===== config.mk =====
export PLATFORM = sky130hd
export DESIGN_NAME = pipe_hazard_ctrl_flat
export DESIGN_NICKNAME = d
export VERILOG_FILES = /design/src/rtl/pipe_hazard_ctrl_if.sv /design/src/rtl/pipe_hazard_ctrl.sv /design/src/flat_wrapper.sv
export SDC_FILE = /design/constraint.sdc
export NUM_CORES = 1
export LEC_CHECK = 0
export CAP_MARGIN = 10
export CORE_ASPECT_RATIO = 0.5
export CORE_MARGIN = 5
export CORE_UTILIZATION = 45
export DETAILED_ROUTE_END_ITERATION = 8
export DONT_BUFFER_PORTS = 1
export GPL_TIMING_DRIVEN = 0
export PLACE_DENSITY_LB_ADDON = 0.25
export SLEW_MARGIN = 10
export SYNTH_ARGS = -nofsm -noshare
export SYNTH_HDL_FRONTEND = slang
export SYNTH_SLANG_ARGS = --single-unit
export TNS_END_PERCENT = 5

===== constraint.sdc =====
create_clock -name clk_i -period 2 [get_ports clk_i]
set_input_delay 0.3 -clock clk_i [delete_from_list [all_inputs] [get_ports clk_i]]
set_output_delay 0.3 -clock clk_i [all_outputs]
set_load 0.005 [all_outputs]

===== src/rtl/pipe_hazard_ctrl_if.sv =====
// pipe_hazard_ctrl_if: hazard inputs from ID/EX/MEM and the stall/flush controls back to the pipe
interface pipe_hazard_ctrl_if #(parameter int CNT_W = 32);
  logic             IDEX_MemRead_i;
  logic [4:0]       IDEX_Rd_i;
  logic [4:0]       IFID_Rs1_i;
  logic [4:0]       IFID_Rs2_i;
  logic             Branch_taken_i;
  logic             Mem_req_i;
  logic             Mem_hit_i;
  logic             Mem_ack_i;
  logic             PC_write_o;
  logic             IFID_Stall_o;
  logic             IFID_Flush_o;
  logic             IDEX_Bubble_o;
  logic             Freeze_o;
  logic             Timeout_err_o;
  logic [CNT_W-1:0] Stall_cnt_o;
  logic [CNT_W-1:0] Flush_cnt_o;
  modport slave (
    input  IDEX_MemRead_i, IDEX_Rd_i, IFID_Rs1_i, IFID_Rs2_i, Branch_taken_i, Mem_req_i, Mem_hit_i, Mem_ack_i,
    output PC_write_o, IFID_Stall_o, IFID_Flush_o, IDEX_Bubble_o, Freeze_o, Timeout_err_o, Stall_cnt_o, Flush_cnt_o
  );
  modport master (
    output IDEX_MemRead_i, IDEX_Rd_i, IFID_Rs1_i, IFID_Rs2_i, Branch_taken_i, Mem_req_i, Mem_hit_i, Mem_ack_i,
    input  PC_write_o, IFID_Stall_o, IFID_Flush_o, IDEX_Bubble_o, Freeze_o, Timeout_err_o, Stall_cnt_o, Flush_cnt_o
  );
endinterface


===== src/rtl/pipe_hazard_ctrl.sv =====
// pipe_hazard_ctrl: prioritised freeze/load-use/flush sequencer with memory-wait FSM, watchdog and counters
module pipe_hazard_ctrl #(
  parameter int TIMEOUT = 255,
  parameter int TO_W    = 8,
  parameter int CNT_W   = 32
) (
  input logic              clk_i,
  input logic              rst_i,
  pipe_hazard_ctrl_if.slave h
);
  typedef enum logic [1:0] {IDLE, WAIT, REPLAY} state_t;
  state_t           r_st, w_nx;
  logic [TO_W-1:0]  r_wcnt;
  logic [CNT_W-1:0] r_stall, r_flush;
  logic             r_err;
  logic             w_luh, w_frz, w_to, w_flush;
  assign w_luh = h.IDEX_MemRead_i && (h.IDEX_Rd_i != 5'd0) &&
                 ((h.IDEX_Rd_i == h.IFID_Rs1_i) || (h.IDEX_Rd_i == h.IFID_Rs2_i));
  always_comb begin
    w_nx  = r_st;
    w_frz = 1'b0;
    w_to  = 1'b0;
    case (r_st)
      IDLE: begin
        w_frz = h.Mem_req_i && !h.Mem_hit_i;
        w_nx  = w_frz ? WAIT : IDLE;
      end
      WAIT: begin
        w_frz = 1'b1;
        w_to  = !h.Mem_ack_i && (r_wcnt == TO_W'(TIMEOUT));
        w_nx  = h.Mem_ack_i ? REPLAY : (w_to ? IDLE : WAIT);
      end
      default: begin
        w_frz = 1'b1;
        w_nx  = IDLE;
      end
    endcase
  end
  assign w_flush = !w_frz && !w_luh && h.Branch_taken_i;
  // the wait counter only runs in WAIT, so it is zero on every fresh miss
  always_ff @(posedge clk_i) begin
    if (!rst_i) begin
      r_st    <= IDLE;
      r_wcnt  <= '0;
      r_stall <= '0;
      r_flush <= '0;
      r_err   <= 1'b0;
    end else begin
      r_st   <= w_nx;
      r_wcnt <= (r_st == WAIT) ? r_wcnt + 1'b1 : '0;
      if ((w_frz || w_luh) && !(&r_stall)) r_stall <= r_stall + 1'b1;
      if (w_flush && !(&r_flush)) r_flush <= r_flush + 1'b1;
      if (w_to) r_err <= 1'b1;
    end
  end
  assign h.Freeze_o      = w_frz;
  assign h.PC_write_o    = !w_frz && !w_luh;
  assign h.IFID_Stall_o  = w_frz || w_luh;
  assign h.IDEX_Bubble_o = !w_frz && w_luh;
  assign h.IFID_Flush_o  = w_flush;
  assign h.Timeout_err_o = r_err;
  assign h.Stall_cnt_o   = r_stall;
  assign h.Flush_cnt_o   = r_flush;
endmodule


===== src/flat_wrapper.sv =====
// flat-port wrapper written by rule: the top's interface ports become plain ports
module pipe_hazard_ctrl_flat 
#(
  parameter int TIMEOUT = 255,
  parameter int TO_W    = 8,
  parameter int CNT_W   = 32
)
  (clk_i, rst_i, h_IDEX_MemRead_i, h_IDEX_Rd_i, h_IFID_Rs1_i, h_IFID_Rs2_i, h_Branch_taken_i, h_Mem_req_i, h_Mem_hit_i, h_Mem_ack_i, h_PC_write_o, h_IFID_Stall_o, h_IFID_Flush_o, h_IDEX_Bubble_o, h_Freeze_o, h_Timeout_err_o, h_Stall_cnt_o, h_Flush_cnt_o);
  pipe_hazard_ctrl_if #(.CNT_W(CNT_W)) h_i ();
  input logic clk_i;
  input logic rst_i;
  input wire logic [$bits(h_i.IDEX_MemRead_i)-1:0] h_IDEX_MemRead_i;
  input wire logic [$bits(h_i.IDEX_Rd_i)-1:0] h_IDEX_Rd_i;
  input wire logic [$bits(h_i.IFID_Rs1_i)-1:0] h_IFID_Rs1_i;
  input wire logic [$bits(h_i.IFID_Rs2_i)-1:0] h_IFID_Rs2_i;
  input wire logic [$bits(h_i.Branch_taken_i)-1:0] h_Branch_taken_i;
  input wire logic [$bits(h_i.Mem_req_i)-1:0] h_Mem_req_i;
  input wire logic [$bits(h_i.Mem_hit_i)-1:0] h_Mem_hit_i;
  input wire logic [$bits(h_i.Mem_ack_i)-1:0] h_Mem_ack_i;
  output wire logic [$bits(h_i.PC_write_o)-1:0] h_PC_write_o;
  output wire logic [$bits(h_i.IFID_Stall_o)-1:0] h_IFID_Stall_o;
  output wire logic [$bits(h_i.IFID_Flush_o)-1:0] h_IFID_Flush_o;
  output wire logic [$bits(h_i.IDEX_Bubble_o)-1:0] h_IDEX_Bubble_o;
  output wire logic [$bits(h_i.Freeze_o)-1:0] h_Freeze_o;
  output wire logic [$bits(h_i.Timeout_err_o)-1:0] h_Timeout_err_o;
  output wire logic [$bits(h_i.Stall_cnt_o)-1:0] h_Stall_cnt_o;
  output wire logic [$bits(h_i.Flush_cnt_o)-1:0] h_Flush_cnt_o;
  assign h_i.IDEX_MemRead_i = h_IDEX_MemRead_i;
  assign h_i.IDEX_Rd_i = h_IDEX_Rd_i;
  assign h_i.IFID_Rs1_i = h_IFID_Rs1_i;
  assign h_i.IFID_Rs2_i = h_IFID_Rs2_i;
  assign h_i.Branch_taken_i = h_Branch_taken_i;
  assign h_i.Mem_req_i = h_Mem_req_i;
  assign h_i.Mem_hit_i = h_Mem_hit_i;
  assign h_i.Mem_ack_i = h_Mem_ack_i;
  assign h_PC_write_o = h_i.PC_write_o;
  assign h_IFID_Stall_o = h_i.IFID_Stall_o;
  assign h_IFID_Flush_o = h_i.IFID_Flush_o;
  assign h_IDEX_Bubble_o = h_i.IDEX_Bubble_o;
  assign h_Freeze_o = h_i.Freeze_o;
  assign h_Timeout_err_o = h_i.Timeout_err_o;
  assign h_Stall_cnt_o = h_i.Stall_cnt_o;
  assign h_Flush_cnt_o = h_i.Flush_cnt_o;
  pipe_hazard_ctrl #(.TIMEOUT(TIMEOUT), .TO_W(TO_W), .CNT_W(CNT_W)) u_core (.clk_i(clk_i), .rst_i(rst_i), .h(h_i));
endmodule

Word-level counts from Yosys, hierarchy flattened
Cells that the tools add are included.

Add/subtract/negate cells: 3. Multipliers: 0. Divide/modulo/power cells: 0. Magnitude comparators: 0. Equal/unequal tests: 4. Shift-type cells: 0. Muxes and demuxes: 6. Bitwise operators: 0. Reductions and logical operators: 22.

Operators by type and width (count): $add 32x1->32 const B (2); $reduce_and 32->1 (2); $eq 5x5->1 (2); $logic_and 1x1->1 (9); $add 8x1->8 const B (1); $eq 8x8->1 const B (1); $logic_not 1->1 (6); $reduce_bool 5->1 (1); $mux 1 (4); $pmux 2 s2 (1); $eq 2x1->1 const B (1); $logic_not 2->1 (1); $logic_or 1x1->1 (2); $mux 2 (1); $reduce_and 2->1 (1).

Register bits after elaboration: 75. Bits in latches: 0. Memory bits (writable): 0. ROM bits: 0. Bits of input ports: 22. Output and inout bits: 70. Logic and storage cells: 40. Memories kept: 0.

Logic depth before layout (Yosys ltp)
Depth after elaboration: 7. Gate-level depth with buffers: 10. Depth with buffers taken out: 7.

Worst setup path after synthesis
OpenSTA, ideal clock, no wires.

Path kind: register to register. Start point: reg u_core.r_stall[0], in the netlist u_core.h.Stall_cnt_o[0]. End point: reg u_core.r_stall[1], in the netlist u_core.h.Stall_cnt_o[1]. Library setup time: 132 ps. Data arrival time: 1958 ps. Data required time: 1868 ps. Setup slack: -90 ps. Stages on the path, launching flop included: 10. Buffers on the path: 3. Period minus slack after synthesis: 2090 ps. Cells stage by stage: dfxtp_1 ha_1 and3_1 clkbuf_1 and4_1 and3_1 buf_2 buf_1 nand3b_1 a21oi_1.

Longest elaborated chain between the ends: 3. Elaborated cells between the ends (all ways): 4. Those cells by class: 1 x add/sub; 3 x reduce/logical.

RTL lines: from (decl) (RTL line pipe_hazard_ctrl.sv:14) `logic [CNT_W-1:0] r_stall, r_flush;`; from (signal assigned) (RTL line pipe_hazard_ctrl.sv:51) `if ((w_frz || w_luh) && !(&r_stall)) r_stall <= r_stall + 1'b1;`; parallel branches: the longest is 3 deep, another holds $add 32x1->32.

Several ways; the timed one is not identified. A chain may end at the register's enable or synchronous reset.

Worst setup path after layout
Start point: reg u_core.r_stall[0], in the netlist u_core.h.Stall_cnt_o[0]. End point: reg u_core.r_stall[3], in the netlist u_core.h.Stall_cnt_o[3].

Same word-level chain as after synthesis.

==> results.txt <==
The total negative setup slack is 0 ns. The floorplan die area is 10900 um2. The largest fanout on the critical path came out at 10.

Max-cap violations in this run came to 0. CTS placed an instance of clkbuf_16 at the clock tree root. The storage element area is about 1600 um2. The number of nets produced by synthesis is a little over 500. During I/O placement, the number of pins put on the boundary was about 90. Detailed placement ended at an HPWL of ~8000 um. The final global-route overflow total came out at 0. The total detailed-routing wirelength came out at about 12000 um. The number of antenna diodes is 0. The post-synthesis cell area is roughly 4000 um2. Clock latency on the worst-skew pair, taken at its later pin, is between 0.3 and 0.4 ns. The area inside the core boundary came out at about 8600 um2. By instance count, the leading cell after synthesis is dfxtp_1. Each instance of the synthesized netlist takes up on average 8.14 um2. The worst setup path is launched from a flip-flop.

The final hold violation count is 0. The number of max-slew violations in the final report came out at 0. The vias after detailed routing came out at 3968.

At the worst endpoint, the required time is 2.25 ns. The post-layout minimum cycle time came out at 1.98 ns. TritonCTS built the clock tree. In this run the critical register-to-register path is launched from u_core.h.Stall_cnt_o[0]. The worst hold slack after final layout is 0.106 ns. VDD sags by at most 0.418 mV. The gate count after technology mapping is 488. Measured against its own limit, the worst slew margin works out to a little under three fifths. Setup repair after global routing could not meet its margin everywhere. Using the TritonRoute via totals, the vias-per-cell ratio works out to about 6.3. STA classifies the critical path endpoint as a flip-flop. The static leakage came out at around 1.6 nW.

The clock network burns about 44% of the power. The critical path in this run is classified as reg -> reg. In this run, distinct cell masters in the synthesized netlist total 48. For this run, asynchronously set or reset flops after synthesis account for 0%. The via count of the first global-routing pass was 3555. The net count of the finished layout came out at 536.

The maximum achievable frequency is around 500 MHz. The remaining antenna violation count came out at 0. The clock buffer count from CTS is 9. Of the post-synthesis cell area, the dominant cell type holds 37.8%. The arrival time of the worst setup path is between 2 and 2.5 ns. The number of antenna violations at the first check in global routing was 0. Dividing total power by cell area gives a power density of about 660 nW/um2.

Hold repair after CTS inserted 0 buffers. The pin count of the biggest net entering global routing came out at 12. Combinational logic is responsible for 8.4% of the overall power. The height of the chip came out at 76.5 um. The total of flip-flops plus latches after synthesis is 75. Registers are responsible for a little under half of the overall power.

The area of combinational cells with multiple inputs came out at 2530 um2. The CTS sink count is 75. The run finished with clean final reports. The remaining design rule violation count came out at 0. The design internal power is 2.41 mW. The number of H-tree branching levels is 3. The DRC violation total after the first TritonRoute iteration came out at 333.

The sequential element share of the synthesized area came out at between 30% and 40%. The number of enable flip-flop cells after synthesis came out at 0. The buffer depth of the longest clock path came out at 2. After synthesis, the most frequently instantiated cells are 75 x dfxtp_1, 49 x a21oi_1, 43 x nand2_1, 31 x or4_1, 30 x o31ai_1.

The final worst-path cycle share came out at a little under 100%. The number of search-and-repair iterations in the first detailed-routing pass came out at 7. The transition time at the pin with the least slew margin came out at 0.650 ns. The startpoint of the worst setup timing path is u_core.h.Stall_cnt_o[0]. At the end of routability-driven placement, the weighted congestion stood at about 0.85. Setup violations remaining at the end of the flow were counted as 0. The signed area change from the synthesized netlist to the final layout came out at 21.6%. The net switching share of the total power is roughly a quarter.

The analysis attributes to net switching a power of 794 uW. The min-delay analysis places its worst path in the category in -> reg. Yosys attributes the largest share of cell area to dfxtp_1 38%, a21oi_1 6.2%, or4_1 5.9%, o31ai_1 5.7%, nand4_1 4.1%. The maximum clock skew at final layout came out at 0.00649 ns. The die width came out at roughly 140 um. The count of buffers from port buffering is 0. For this run, the leading register cell type out of synthesis is dfxtp_1.

The standard-cell row count is 24. The synthesized design spends more area on one cell type than any other, namely dfxtp_1. The clock transition time at the flip-flop clock pins of the worst setup and hold paths came out at 0.06 ns.

In this run the most critical hold path is launched from h_Mem_ack_i. The mean routed wirelength per cell came out at 19.0 um. In the global route stage, overall resource usage came out at a little over a fifth. For this run, the number of Yosys warnings is 0. The share of cells above drive strength 1 is 23.9%. The first-pass GRT wire length is about 19000 um.

The number of fill cells in the layout came out at 801. The initial core utilization is between 40% and 50%.
final cells by class:
class                           instances  area share, %
Tap cell                              117           3.03
Clock buffer                           10           4.74
Inverter                               10          0.880
Buffer                                 25           3.83
Sequential cell                        75           32.3
Multi-Input combinational cell        374           52.3
Clock inverter                          4          0.414
Timing Repair Buffer                   16           2.56
worst max-delay path: stages, from the launching register on:
cell and delay [ns]:
dfxtp_4 0.36, ha_2 0.20, and3_4 0.20, and4_4 0.19, and3_4 0.18, clkbuf_8 0.16
or4_1 0.47, a21oi_1 0.15
registers in the layout, indices dropped and copies added (netlist names):
register,cells
u_core.h.Flush_cnt_o,32
u_core.h.Timeout_err_o,1
u_core.r_st,2
u_core.h.Stall_cnt_o,32
u_core.r_wcnt,8
cells in the final DEF, fill, tap and decap left out, types with 6 or more instances in the layout:
cell / synthesis / layout
nand2_1: 43 / 43
buf_2: 8 / 6
dfxtp_4: 0 / 7
a21oi_2: 0 / 7
dfxtp_2: 0 / 25
and3_1: 17 / 14
inv_1: 9 / 9
clkbuf_16: 0 / 10
o31ai_1: 30 / 25
xor2_1: 13 / 13
a21oi_1: 49 / 42
or4_1: 31 / 27
buf_4: 1 / 17
o21ai_0: 17 / 17
dfxtp_1: 75 / 43
nand4_1: 26 / 26
clkbuf_1: 18 / 10
nor2_1: 27 / 24
or3_1: 18 / 17
nand2b_1: 7 / 7
nand3_1: 24 / 22
mux2i_1: 8 / 8
path summary, 6_finish.rpt:
| kind | to | slack, ns | depth (start not counted) |
|---|---|---|---|
| setup / recovery | u_core.h.Stall_cnt_o[3] | 0.02 | 7 |
| hold / removal | u_core.r_st[1] | 0.11 | 2 |
| setup reg to reg | u_core.h.Stall_cnt_o[3] | 0.02 | 7 |
| hold reg to reg | u_core.r_wcnt[0] | 0.45 | 1 |
per-stage QoR:
stage          instance area [um2]  worst slack [ns]  power, mW  util [%]  cells
2_1_floorplan                 3980           -0.0661       1.69         -    488
3_3_place_gp                  4120            -0.588       1.76      47.7    605
3_5_place_dp                  4120            -0.583       1.76      47.7    605
4_1_cts                       4540           -0.0740       3.20      52.5    625
5_1_grt                       4830           -0.0425       3.32      55.9    631
6_report                      4830            0.0168       3.20      55.9    631
power by group through the flow:
stage / logic [mW] / registers, mW / clock network, mW
after detailed placement: 0.203 / 1.55 / 0
after global routing: 0.288 / 1.52 / 1.52
after floorplan: 0.139 / 1.55 / 0
final: 0.270 / 1.52 / 1.42
after global placement: 0.203 / 1.55 / 0
after CTS: 0.238 / 1.52 / 1.44
what timing repair did:
action	in CTS	in global routing
pin swaps	8	19
cloned	0	1
setup buffers	8	7
gates resized for setup	39	83
endpoints found under the setup margin	68	64
layer usage:
layer	vias up	routed length, um	global-route usage, %
met3	20	793	7.40
met2	126	5630	33.0
met1	1919	5380	28.4
met4	0	172	6.26
met5	-	0	0
li1	1903	-	-
logic make-up (layout without fill, tap and decap cells):
logic type / after synthesis / after routing / share of synthesized area, %
AOI/OAI and AO/OA: 115 / 115 / 17.9
xor gates and xnor gates: 18 / 18 / 3.97
adders and majority gates: 3 / 3 / 0.945
buffers and inverters: 39 / 65 / 4.28
DFF: 75 / 75 / 37.8
muxes: 8 / 8 / 2.02
and+or+nand+nor: 230 / 230 / 33.2
Power figures use the tool's default switching activity.
